## config.mk

```make
export PLATFORM = sky130hd
export DESIGN_NAME = rat_io_responder_flat
export DESIGN_NICKNAME = d
export VERILOG_FILES = /design/src/rtl/rat_io_pkg.sv /design/src/rtl/rat_io_responder_if.sv /design/src/rtl/rat_io_timer.sv /design/src/rtl/rat_io_responder.sv /design/src/flat_wrapper.sv
export SDC_FILE = /design/constraint.sdc
export NUM_CORES = 1
export LEC_CHECK = 0
export CAP_MARGIN = 20
export CORE_MARGIN = 2
export CORE_UTILIZATION = 42
export CTS_CLUSTER_DIAMETER = 120
export DETAILED_ROUTE_END_ITERATION = 10
export PLACE_DENSITY = 0.78
export REMOVE_ABC_BUFFERS = 1
export SYNTH_ARGS = -nofsm -noshare
export SYNTH_HDL_FRONTEND = slang
export SYNTH_HIERARCHICAL = 1
export SYNTH_SLANG_ARGS = --single-unit
```

## constraint.sdc

```tcl
create_clock -name CLK -period 1.4 [get_ports CLK]
set_input_delay 0.21 -clock CLK [delete_from_list [all_inputs] [get_ports CLK]]
set_output_delay 0.21 -clock CLK [all_outputs]
set_load 0.005 [all_outputs]
```

## src/rtl/rat_io_pkg.sv

```systemverilog
// Shared port map and register bit positions for the RAT I/O responder.
package rat_io_pkg;

  localparam logic [7:0] PORT_SWITCHES     = 8'h20;
  localparam logic [7:0] PORT_BUTTONS      = 8'h24;
  localparam logic [7:0] PORT_LEDS         = 8'h40;
  localparam logic [7:0] PORT_TMR_RELOAD   = 8'h30;
  localparam logic [7:0] PORT_TMR_PRESCALE = 8'h31;
  localparam logic [7:0] PORT_TMR_CTRL     = 8'h32;
  localparam logic [7:0] PORT_INT_STATUS   = 8'h33;
  localparam logic [7:0] PORT_TMR_COUNT    = 8'h34;

  localparam int CTRL_EN_BIT     = 0;
  localparam int CTRL_IE_BIT     = 1;
  localparam int STATUS_PEND_BIT = 0;

  // A write lands only when the strobe is up and the address matches.
  function automatic logic port_hit(input logic strb, input logic [7:0] id,
                                    input logic [7:0] target);
    return strb && (id == target);
  endfunction

endpackage

```

## src/rtl/rat_io_responder_if.sv

```systemverilog
// MCU-side I/O bus between the RAT core (master) and the I/O responder (slave).
interface rat_io_responder_if;
  logic [7:0] PORT_ID;
  logic [7:0] OUT_PORT;
  logic       IO_STRB;
  logic [7:0] IN_PORT;
  logic       INTR;

  modport master (output PORT_ID, OUT_PORT, IO_STRB, input IN_PORT, INTR);
  modport slave  (input PORT_ID, OUT_PORT, IO_STRB, output IN_PORT, INTR);
endinterface

```

## src/rtl/rat_io_timer.sv

```systemverilog
// Prescaled down-counter with reload and sticky pending flag.
module rat_io_timer (
  input  logic       clk,
  input  logic       reset_n,
  input  logic       en,
  input  logic [7:0] prescale,
  input  logic [7:0] reload,
  input  logic [7:0] wr_data,
  input  logic       reload_wr,
  input  logic       clear_pend,
  output logic [7:0] count,
  output logic       pend
);
  logic [7:0] psc;
  logic       tick;
  logic       expire;

  assign tick   = en && (psc == prescale);
  // A reload write replaces the count, so a coincident expiry never happens.
  assign expire = tick && (count == 8'd0) && !reload_wr;

  always_ff @(posedge clk) begin
    if (!reset_n) begin
      psc   <= 8'd0;
      count <= 8'd0;
      pend  <= 1'b0;
    end else begin
      if (reload_wr) begin
        psc   <= 8'd0;
        count <= wr_data;
      end else if (en) begin
        psc <= tick ? 8'd0 : psc + 8'd1;
        if (tick) count <= (count == 8'd0) ? reload : count - 8'd1;
      end
      if (expire) pend <= 1'b1;
      else if (clear_pend) pend <= 1'b0;
    end
  end
endmodule

```

## src/rtl/rat_io_responder.sv

```systemverilog
// RAT MCU I/O responder: synchronized switches/buttons, LED register, optional
// interval timer with interrupt (enabled by defining RAT_IO_TIMER_EN).
module rat_io_responder
  import rat_io_pkg::*;
#(
  parameter int SYNC_STAGES = 2
) (
  input  logic                     CLK,
  input  logic                     RESET_N,
  rat_io_responder_if.slave        bus,
  input  logic [7:0]               SWITCHES,
  input  logic [3:0]               BUTTONS,
  output logic [7:0]               LEDS
);
  logic [SYNC_STAGES-1:0][7:0] sw_sync;
  logic [SYNC_STAGES-1:0][3:0] btn_sync;
  logic [7:0]                  led_reg;
  logic [7:0]                  rd_data;

  always_ff @(posedge CLK) begin
    if (!RESET_N) begin
      sw_sync  <= '0;
      btn_sync <= '0;
      led_reg  <= 8'd0;
    end else begin
      sw_sync  <= {sw_sync[SYNC_STAGES-2:0], SWITCHES};
      btn_sync <= {btn_sync[SYNC_STAGES-2:0], BUTTONS};
      if (port_hit(bus.IO_STRB, bus.PORT_ID, PORT_LEDS)) led_reg <= bus.OUT_PORT;
    end
  end

  assign LEDS = led_reg;

`ifdef RAT_IO_TIMER_EN
  logic [7:0] tmr_reload;
  logic [7:0] tmr_prescale;
  logic [1:0] tmr_ctrl;
  logic [7:0] tmr_count;
  logic       pend;

  always_ff @(posedge CLK) begin
    if (!RESET_N) begin
      tmr_reload   <= 8'd0;
      tmr_prescale <= 8'd0;
      tmr_ctrl     <= 2'd0;
    end else begin
      if (port_hit(bus.IO_STRB, bus.PORT_ID, PORT_TMR_RELOAD)) tmr_reload <= bus.OUT_PORT;
      if (port_hit(bus.IO_STRB, bus.PORT_ID, PORT_TMR_PRESCALE)) tmr_prescale <= bus.OUT_PORT;
      if (port_hit(bus.IO_STRB, bus.PORT_ID, PORT_TMR_CTRL))
        tmr_ctrl <= {bus.OUT_PORT[CTRL_IE_BIT], bus.OUT_PORT[CTRL_EN_BIT]};
    end
  end

  rat_io_timer u_timer (
    .clk       (CLK),
    .reset_n   (RESET_N),
    .en        (tmr_ctrl[CTRL_EN_BIT]),
    .prescale  (tmr_prescale),
    .reload    (tmr_reload),
    .wr_data   (bus.OUT_PORT),
    .reload_wr (port_hit(bus.IO_STRB, bus.PORT_ID, PORT_TMR_RELOAD)),
    .clear_pend(port_hit(bus.IO_STRB, bus.PORT_ID, PORT_INT_STATUS)
                && bus.OUT_PORT[STATUS_PEND_BIT]),
    .count     (tmr_count),
    .pend      (pend)
  );

  assign bus.INTR = pend & tmr_ctrl[CTRL_IE_BIT];
`else
  assign bus.INTR = 1'b0;
`endif

  // Zero-latency read mux: the MCU samples IN_PORT in the same execute cycle.
  always_comb begin
    rd_data = 8'd0;
    case (bus.PORT_ID)
      PORT_SWITCHES:     rd_data = sw_sync[SYNC_STAGES-1];
      PORT_BUTTONS:      rd_data = {4'b0000, btn_sync[SYNC_STAGES-1]};
      PORT_LEDS:         rd_data = led_reg;
`ifdef RAT_IO_TIMER_EN
      PORT_TMR_RELOAD:   rd_data = tmr_reload;
      PORT_TMR_PRESCALE: rd_data = tmr_prescale;
      PORT_TMR_CTRL:     rd_data = {6'd0, tmr_ctrl};
      PORT_INT_STATUS:   rd_data = {7'd0, pend};
      PORT_TMR_COUNT:    rd_data = tmr_count;
`endif
      default:           rd_data = 8'd0;
    endcase
  end

  assign bus.IN_PORT = rd_data;
endmodule

```

## src/flat_wrapper.sv

```systemverilog
// flat-port wrapper written by rule: the top's interface ports become plain ports
module rat_io_responder_flat import rat_io_pkg::*;
#(
  parameter int SYNC_STAGES = 2
)
  (CLK, RESET_N, SWITCHES, BUTTONS, LEDS, bus_PORT_ID, bus_OUT_PORT, bus_IO_STRB, bus_IN_PORT, bus_INTR);
  rat_io_responder_if bus_i ();
  input  logic CLK;
  input  logic RESET_N;
  input  logic [7:0] SWITCHES;
  input  logic [3:0] BUTTONS;
  output logic [7:0] LEDS;
  input wire logic [$bits(bus_i.PORT_ID)-1:0] bus_PORT_ID;
  input wire logic [$bits(bus_i.OUT_PORT)-1:0] bus_OUT_PORT;
  input wire logic [$bits(bus_i.IO_STRB)-1:0] bus_IO_STRB;
  output wire logic [$bits(bus_i.IN_PORT)-1:0] bus_IN_PORT;
  output wire logic [$bits(bus_i.INTR)-1:0] bus_INTR;
  assign bus_i.PORT_ID = bus_PORT_ID;
  assign bus_i.OUT_PORT = bus_OUT_PORT;
  assign bus_i.IO_STRB = bus_IO_STRB;
  assign bus_IN_PORT = bus_i.IN_PORT;
  assign bus_INTR = bus_i.INTR;
  rat_io_responder #(.SYNC_STAGES(SYNC_STAGES)) u_core (.CLK(CLK), .RESET_N(RESET_N), .bus(bus_i), .SWITCHES(SWITCHES), .BUTTONS(BUTTONS), .LEDS(LEDS));
endmodule
```

==> results of run 1 <==
[state kept, by name, indices dropped and copies added, names as in the netlist]
signal and flops:
u_core/btn_sync 8, u_core/sw_sync 16, u_core/LEDS 8
[repair_timing]
item / CTS / global route
pin swaps: 12 / 5
endpoints found under the setup margin: 16 / 16
resized for setup: 79 / 10
setup buffers: 8 / 3
[worst paths after layout]
| path | from | end | slack (ns) | depth (start not counted) |
|---|---|---|---|---|
| worst max-delay path | bus_PORT_ID[7] | bus_IN_PORT[2] | -0.11 | 7 |
| worst min-delay path | u_core/sw_sync[2]$_SDFF_PN0_ | u_core/sw_sync[10]$_SDFF_PN0_ | 0.43 | 1 |
| worst max register to register | u_core/LEDS[5]$_SDFFE_PN0P_ | u_core/LEDS[5]$_SDFFE_PN0P_ | 0.70 | 3 |
| worst min register to register | u_core/sw_sync[2]$_SDFF_PN0_ | u_core/sw_sync[10]$_SDFF_PN0_ | 0.43 | 1 |
[final cells by class]
type                    instances  area [um^2]  share of cell area (%)
flip-flops and latches         32          651                    34.8
multi-input cells              68          532                    28.5
repair buffers                 63          582                    31.1
clock buffers                   7         65.1                    3.48
well taps                      31         38.8                    2.08
[cells in the mapped netlist]
cell / count
dfxtp_1: 32
a22o_1: 1
nand2_1: 16
nand3_4: 1
nor4b_1: 1
a221o_1: 4
buf_6: 1
and2_1: 25
buf_4: 2
nor4b_4: 2
clkbuf_1: 4
and3_1: 4
mux2i_1: 8
a22o_2: 3
conb_1: 1
and2_4: 1
nor4_4: 1
[per-stage QoR]
stage | setup slack [ns] | setup TNS, ns | area, um^2
finish | -0.110 | -0.559 | 1870
global route | -0.135 | -0.898 | 1870
CTS | -0.103 | -0.661 | 1840
detailed placement | -0.911 | -9.60 | 1710
global placement | -0.863 | -8.91 | 1710
floorplan | 0.176 | 0 | 1150
[cell families after synthesis]
logic type | count (synthesis) | share of synthesized area, %
flip-flops | 32 | 53.8
AND/OR/NAND/NOR | 51 | 29.0
buffers and inverters | 7 | 3.47
AO/OA/AOI/OAI | 8 | 6.62
other | 1 | 0.315
multiplexers | 8 | 6.73
[where the power goes]
part / leakage, nW / switching, mW / internal, mW / total [mW]
sequential: 0.267 / 0.00775 / 0.941 / 0.949
combinational: 0.687 / 0.0528 / 0.107 / 0.159
clock: 0.0374 / 0.263 / 0.284 / 0.548
[per-layer routing]
layer	track usage, %	share of wire, %	up-vias
li1	-	-	480
met3	6.12	7.5	4
met2	28.7	53	34
met4	10.3	1.5	0
met1	16.5	38	423
met5	0	0	-
[critical path: stages]
cell and delay, ns:
buf_8 0.10, buf_6 0.11, nor4b_4 0.27, and2_4 0.23, buf_6 0.10, a221o_1 0.16, buf_2 0.12
==> flow_summary.yaml, run 1 <==
run_status:
  status: "finished, violations left"
  failed_checks: "negative setup slack"
worst_setup_path:
  endpoint_kind: "primary output"
  crit_path_start_kind: "input port"
  required_ns: 1.19
  arrival_ns: 1.30
  worstPathMaxFanout: 4
  critPathKind: "in2out"
pwr:
  p_leak_nw: 0.992
  vdd_drop_max_uv: 735
  power_density_nw_per_um2: 887
  total_power_mw: 1.66
route:
  routed-via-count: 941
  wl_per_cell_um: 12.2
  dr.pass1.iters: 4
  vias_per_cell: 4.68
  antenna_left: 0
  dr.first_iter.drc_count: 18
  wirelength_um: 2460
  drc_errors: 0
floorplanning:
  initial_core_util_pct: 43.5
  io_pins: 48
  rows: 19
  dieArea_um2: 3270
  die_h_um: 57.2
  design.core.area_um2: 2730
  dieWidth_um: 57.2
cts:
  clock_path_buffers: 2
  numClockSinks: 32
  cts_buffers: 5
  cts-root-buf: "clkbuf_4"
  cts.htree.levels: 2
  path_clk_slew_ns: 0.09
  ctsHoldBuffers: 0
  cts_tree: "built"
  clk_latency_ns: 0.31
timing:
  hold_ws_ns: 0.434
  rsz0062_at_grt: "yes"
  drv_slew: 0
  post-route-worst-setup-slack_ns: -0.110
  finalHoldViolCount: 0
  clock_skew_ns: 0.00375
  period_needed_ns: 1.51
  fin_crit_sh_pct: 108
  fmax_ghz: 0.662
  setup_viol: 8
placement:
  place_congestion: 0.700
  dp_cells: 183
  io_buffer_count: 46
  hpwl_um: 1720
yosys:
  ys_types: 17
  synth.yosys.seq_area_share_pct: 53.8
  synthCells: 107
  avgSynthCellArea_um2: 11.1
  ys_top_cells_by_area: "dfxtp_1 (54%), and2_1 (13%), mux2i_1 (6.7%), nand2_1 (5.0%), nor4b_4 (4.0%)"
  ys_ff_latch: 32
  yosysWarnings: 6
  synth_top_area_share_pct: 53.8
  synth_top_area_cell: "dfxtp_1"
  netlist_area_um2: 1190
layout:
  nFillCells: 205
  final_cells: 201
  final_nets: 201
  diodes: 0
  layout_common_cells: "and2_1 (24), dfxtp_1 (24), clkdlybuf4s50_1 (23), nand2_1 (16), buf_4 (12)"
  drive_gt1_share_pct: 34.1
  fin_util_pct: 68.3
  area_growth_pct: 57.0
global_routing:
  grt_pass1_wl_um: 4050
  grt_use_total_pct: 16.5
  grt_max_degree: 41
  antenna_found_initial: 0
  grt_overflow: 0
  grt_pass1_vias: 967
worst_hold_path:
  hp-class: "reg2reg"
flow_run:
  maxCapViolCount: 0
Note: power is estimated with default switching activity, not from simulation.
==> run 2, diff against run 1 <==
--- a/config.mk
+++ b/config.mk
@@ -9,6 +9,7 @@
 export CORE_MARGIN = 2
 export CORE_UTILIZATION = 42
 export CTS_CLUSTER_DIAMETER = 120
+export CTS_CLUSTER_SIZE = 25
 export DETAILED_ROUTE_END_ITERATION = 10
 export PLACE_DENSITY = 0.78
 export REMOVE_ABC_BUFFERS = 1
==> results of run 2 <==
Final layout, timing and power as in run 1 (identical DEF).
==> run 3, diff against run 2 <==
==> constraint.sdc (replaced) <==
create_clock -name CLK -period 1.4 [get_ports CLK]
set_input_delay 0.35 -clock CLK [delete_from_list [all_inputs] [get_ports CLK]]
set_output_delay 0.35 -clock CLK [all_outputs]
set_load 0.005 [all_outputs]
==> flow_summary.yaml, run 3 (synthesis results as in run 1) <==
run_status:
  status: "finished, violations left"
  failed_checks: "negative setup slack"
floorplanning:
  design.core.area_um2: 2730
  rows: 19
  initial_core_util_pct: 43.5
  dieArea_um2: 3270
  die_h_um: 57.2
  dieWidth_um: 57.2
  io_pins: 48
timing:
  fin_crit_sh_pct: 131
  finalHoldViolCount: 0
  setup_viol: 8
  rsz0062_at_grt: "yes"
  period_needed_ns: 1.83
  post-route-worst-setup-slack_ns: -0.431
  fmax_ghz: 0.546
  clock_skew_ns: 0.0136
  fin_setup_tns_ns: -2.98
  hold_ws_ns: 0.430
  drv_slew: 0
global_routing:
  grt_pass1_vias: 1021
  grt_max_degree: 41
  grt_overflow: 0
  grt_pass1_wl_um: 4480
  antenna_found_initial: 0
  grt_use_total_pct: 18.3
layout:
  nFillCells: 214
  top_register: "u_core/sw_sync"
  final_cells: 208
  diodes: 0
  finalInstanceArea_um2: 1890
  layout_common_cells: "and2_1 (24), dfxtp_1 (24), clkdlybuf4s50_1 (22), buf_4 (17), nand2_1 (16)"
  fin_util_pct: 69.2
  final_nets: 208
  register_area_um2: 651
  largest_reg_flops: 16
  area_growth_pct: 59.0
  multi_input_area_um2: 537
  drive_gt1_share_pct: 36.7
worst_setup_path:
  crit_path_start_kind: "input port"
  critPathKind: "in2out"
  critical_path_buf_inv_count: 5
  cpMostUsedCell: "buf_6"
  endpoint_kind: "primary output"
  cpPeakStageDelay_ns: 0.26
  worstPathMaxFanout: 3
  cp_top_family: "buffers and inverters"
  cp_num_cells: 8
  arrival_ns: 1.48
  rr_worst_depth: 3
  critical-path-slowest-cell: "nor4b_4"
  required_ns: 1.05
  crit_path_cell_trace: "buf_8 > buf_6 > nor4b_4 > and2_4 > buf_6 > buf_6 > a22o_1 > buf_2"
route:
  wirelength_met1_um: 1030
  dr_wl_met3_um: 171
  routed-via-count: 988
  dr.max_layer_used: "met4"
  vias_per_cell: 4.75
  antenna_left: 0
  drc_errors: 0
  dr.first_iter.drc_count: 20
  dr.pass1.iters: 4
  wl_per_cell_um: 13.1
  wirelength_um: 2720
  wl_met2_um: 1490
cts:
  cts.htree.levels: 2
  path_clk_slew_ns: 0.10
  clock_path_buffers: 2
  numClockSinks: 32
  cts-root-buf: "clkbuf_4"
  cts_tree: "built"
  cts_buffers: 5
  clk_latency_ns: 0.32
pwr:
  vdd_drop_max_uv: 718
  p_seq_share_pct: 60.4
  power_density_nw_per_um2: 831
  total_power_mw: 1.57
  combPwrFrac_pct: 10.3
  p_int_mw: 1.23
  p_leak_nw: 0.915
  p_sw_share_pct: 21.5
  p_sw_mw: 0.337
  clock_power_share_pct: 29.3
placement:
  io_buffer_count: 46
  dp_cells: 187
  placedInstanceArea_um2: 1740
  place_congestion: 0.717
  hpwl_um: 1850
  pre_cts_ws_ns: -1.20
worst_hold_path:
  hp-class: "reg2reg"
  hold-path-cell-count: 1
flow_run:
  maxCapViolCount: 0
run 3: worst paths after layout:
kind | startpoint | slack, ns | endpoint
min | u_core/sw_sync[5]$_SDFF_PN0_ | 0.43 | u_core/sw_sync[13]$_SDFF_PN0_
min reg2reg | u_core/sw_sync[5]$_SDFF_PN0_ | 0.43 | u_core/sw_sync[13]$_SDFF_PN0_
max | bus_PORT_ID[7] | -0.43 | bus_IN_PORT[6]
max reg2reg | u_core/LEDS[1]$_SDFFE_PN0P_ | 0.69 | u_core/LEDS[1]$_SDFFE_PN0P_
run 3: layout make-up:
| cell class | instances | share of cell area [%] |
|---|---|---|
| multi-input cells | 68 | 28.4 |
| well taps | 31 | 2.05 |
| flip-flops and latches | 32 | 34.4 |
| repair buffers | 70 | 32.7 |
| clock inverters | 1 | 0.265 |
| clock buffers | 6 | 2.18 |
run 3: timing repair:
item / 4_1_cts / 5_1_grt
setup buffers: 14 / 0
pin swaps: 13 / 5
endpoints found under the setup margin: 24 / 12
hold buffers: 0 / 0
resized for setup: 94 / 5
run 3: layer usage:
layer	global-route usage, %	vias to the layer above
met5	0	-
met4	6.98	0
met3	5.90	5
met2	34.2	31
met1	18.8	460
li1	-	492
run 3: power groups by stage:
stage	logic, mW	registers [mW]	clock network [mW]
5_1_grt	0.177	0.952	0.531
4_1_cts	0.163	0.949	0.469
2_1_floorplan	0.0363	0.968	0
3_3_place_gp	0.157	0.969	0
6_report	0.162	0.949	0.461
3_5_place_dp	0.161	0.970	0
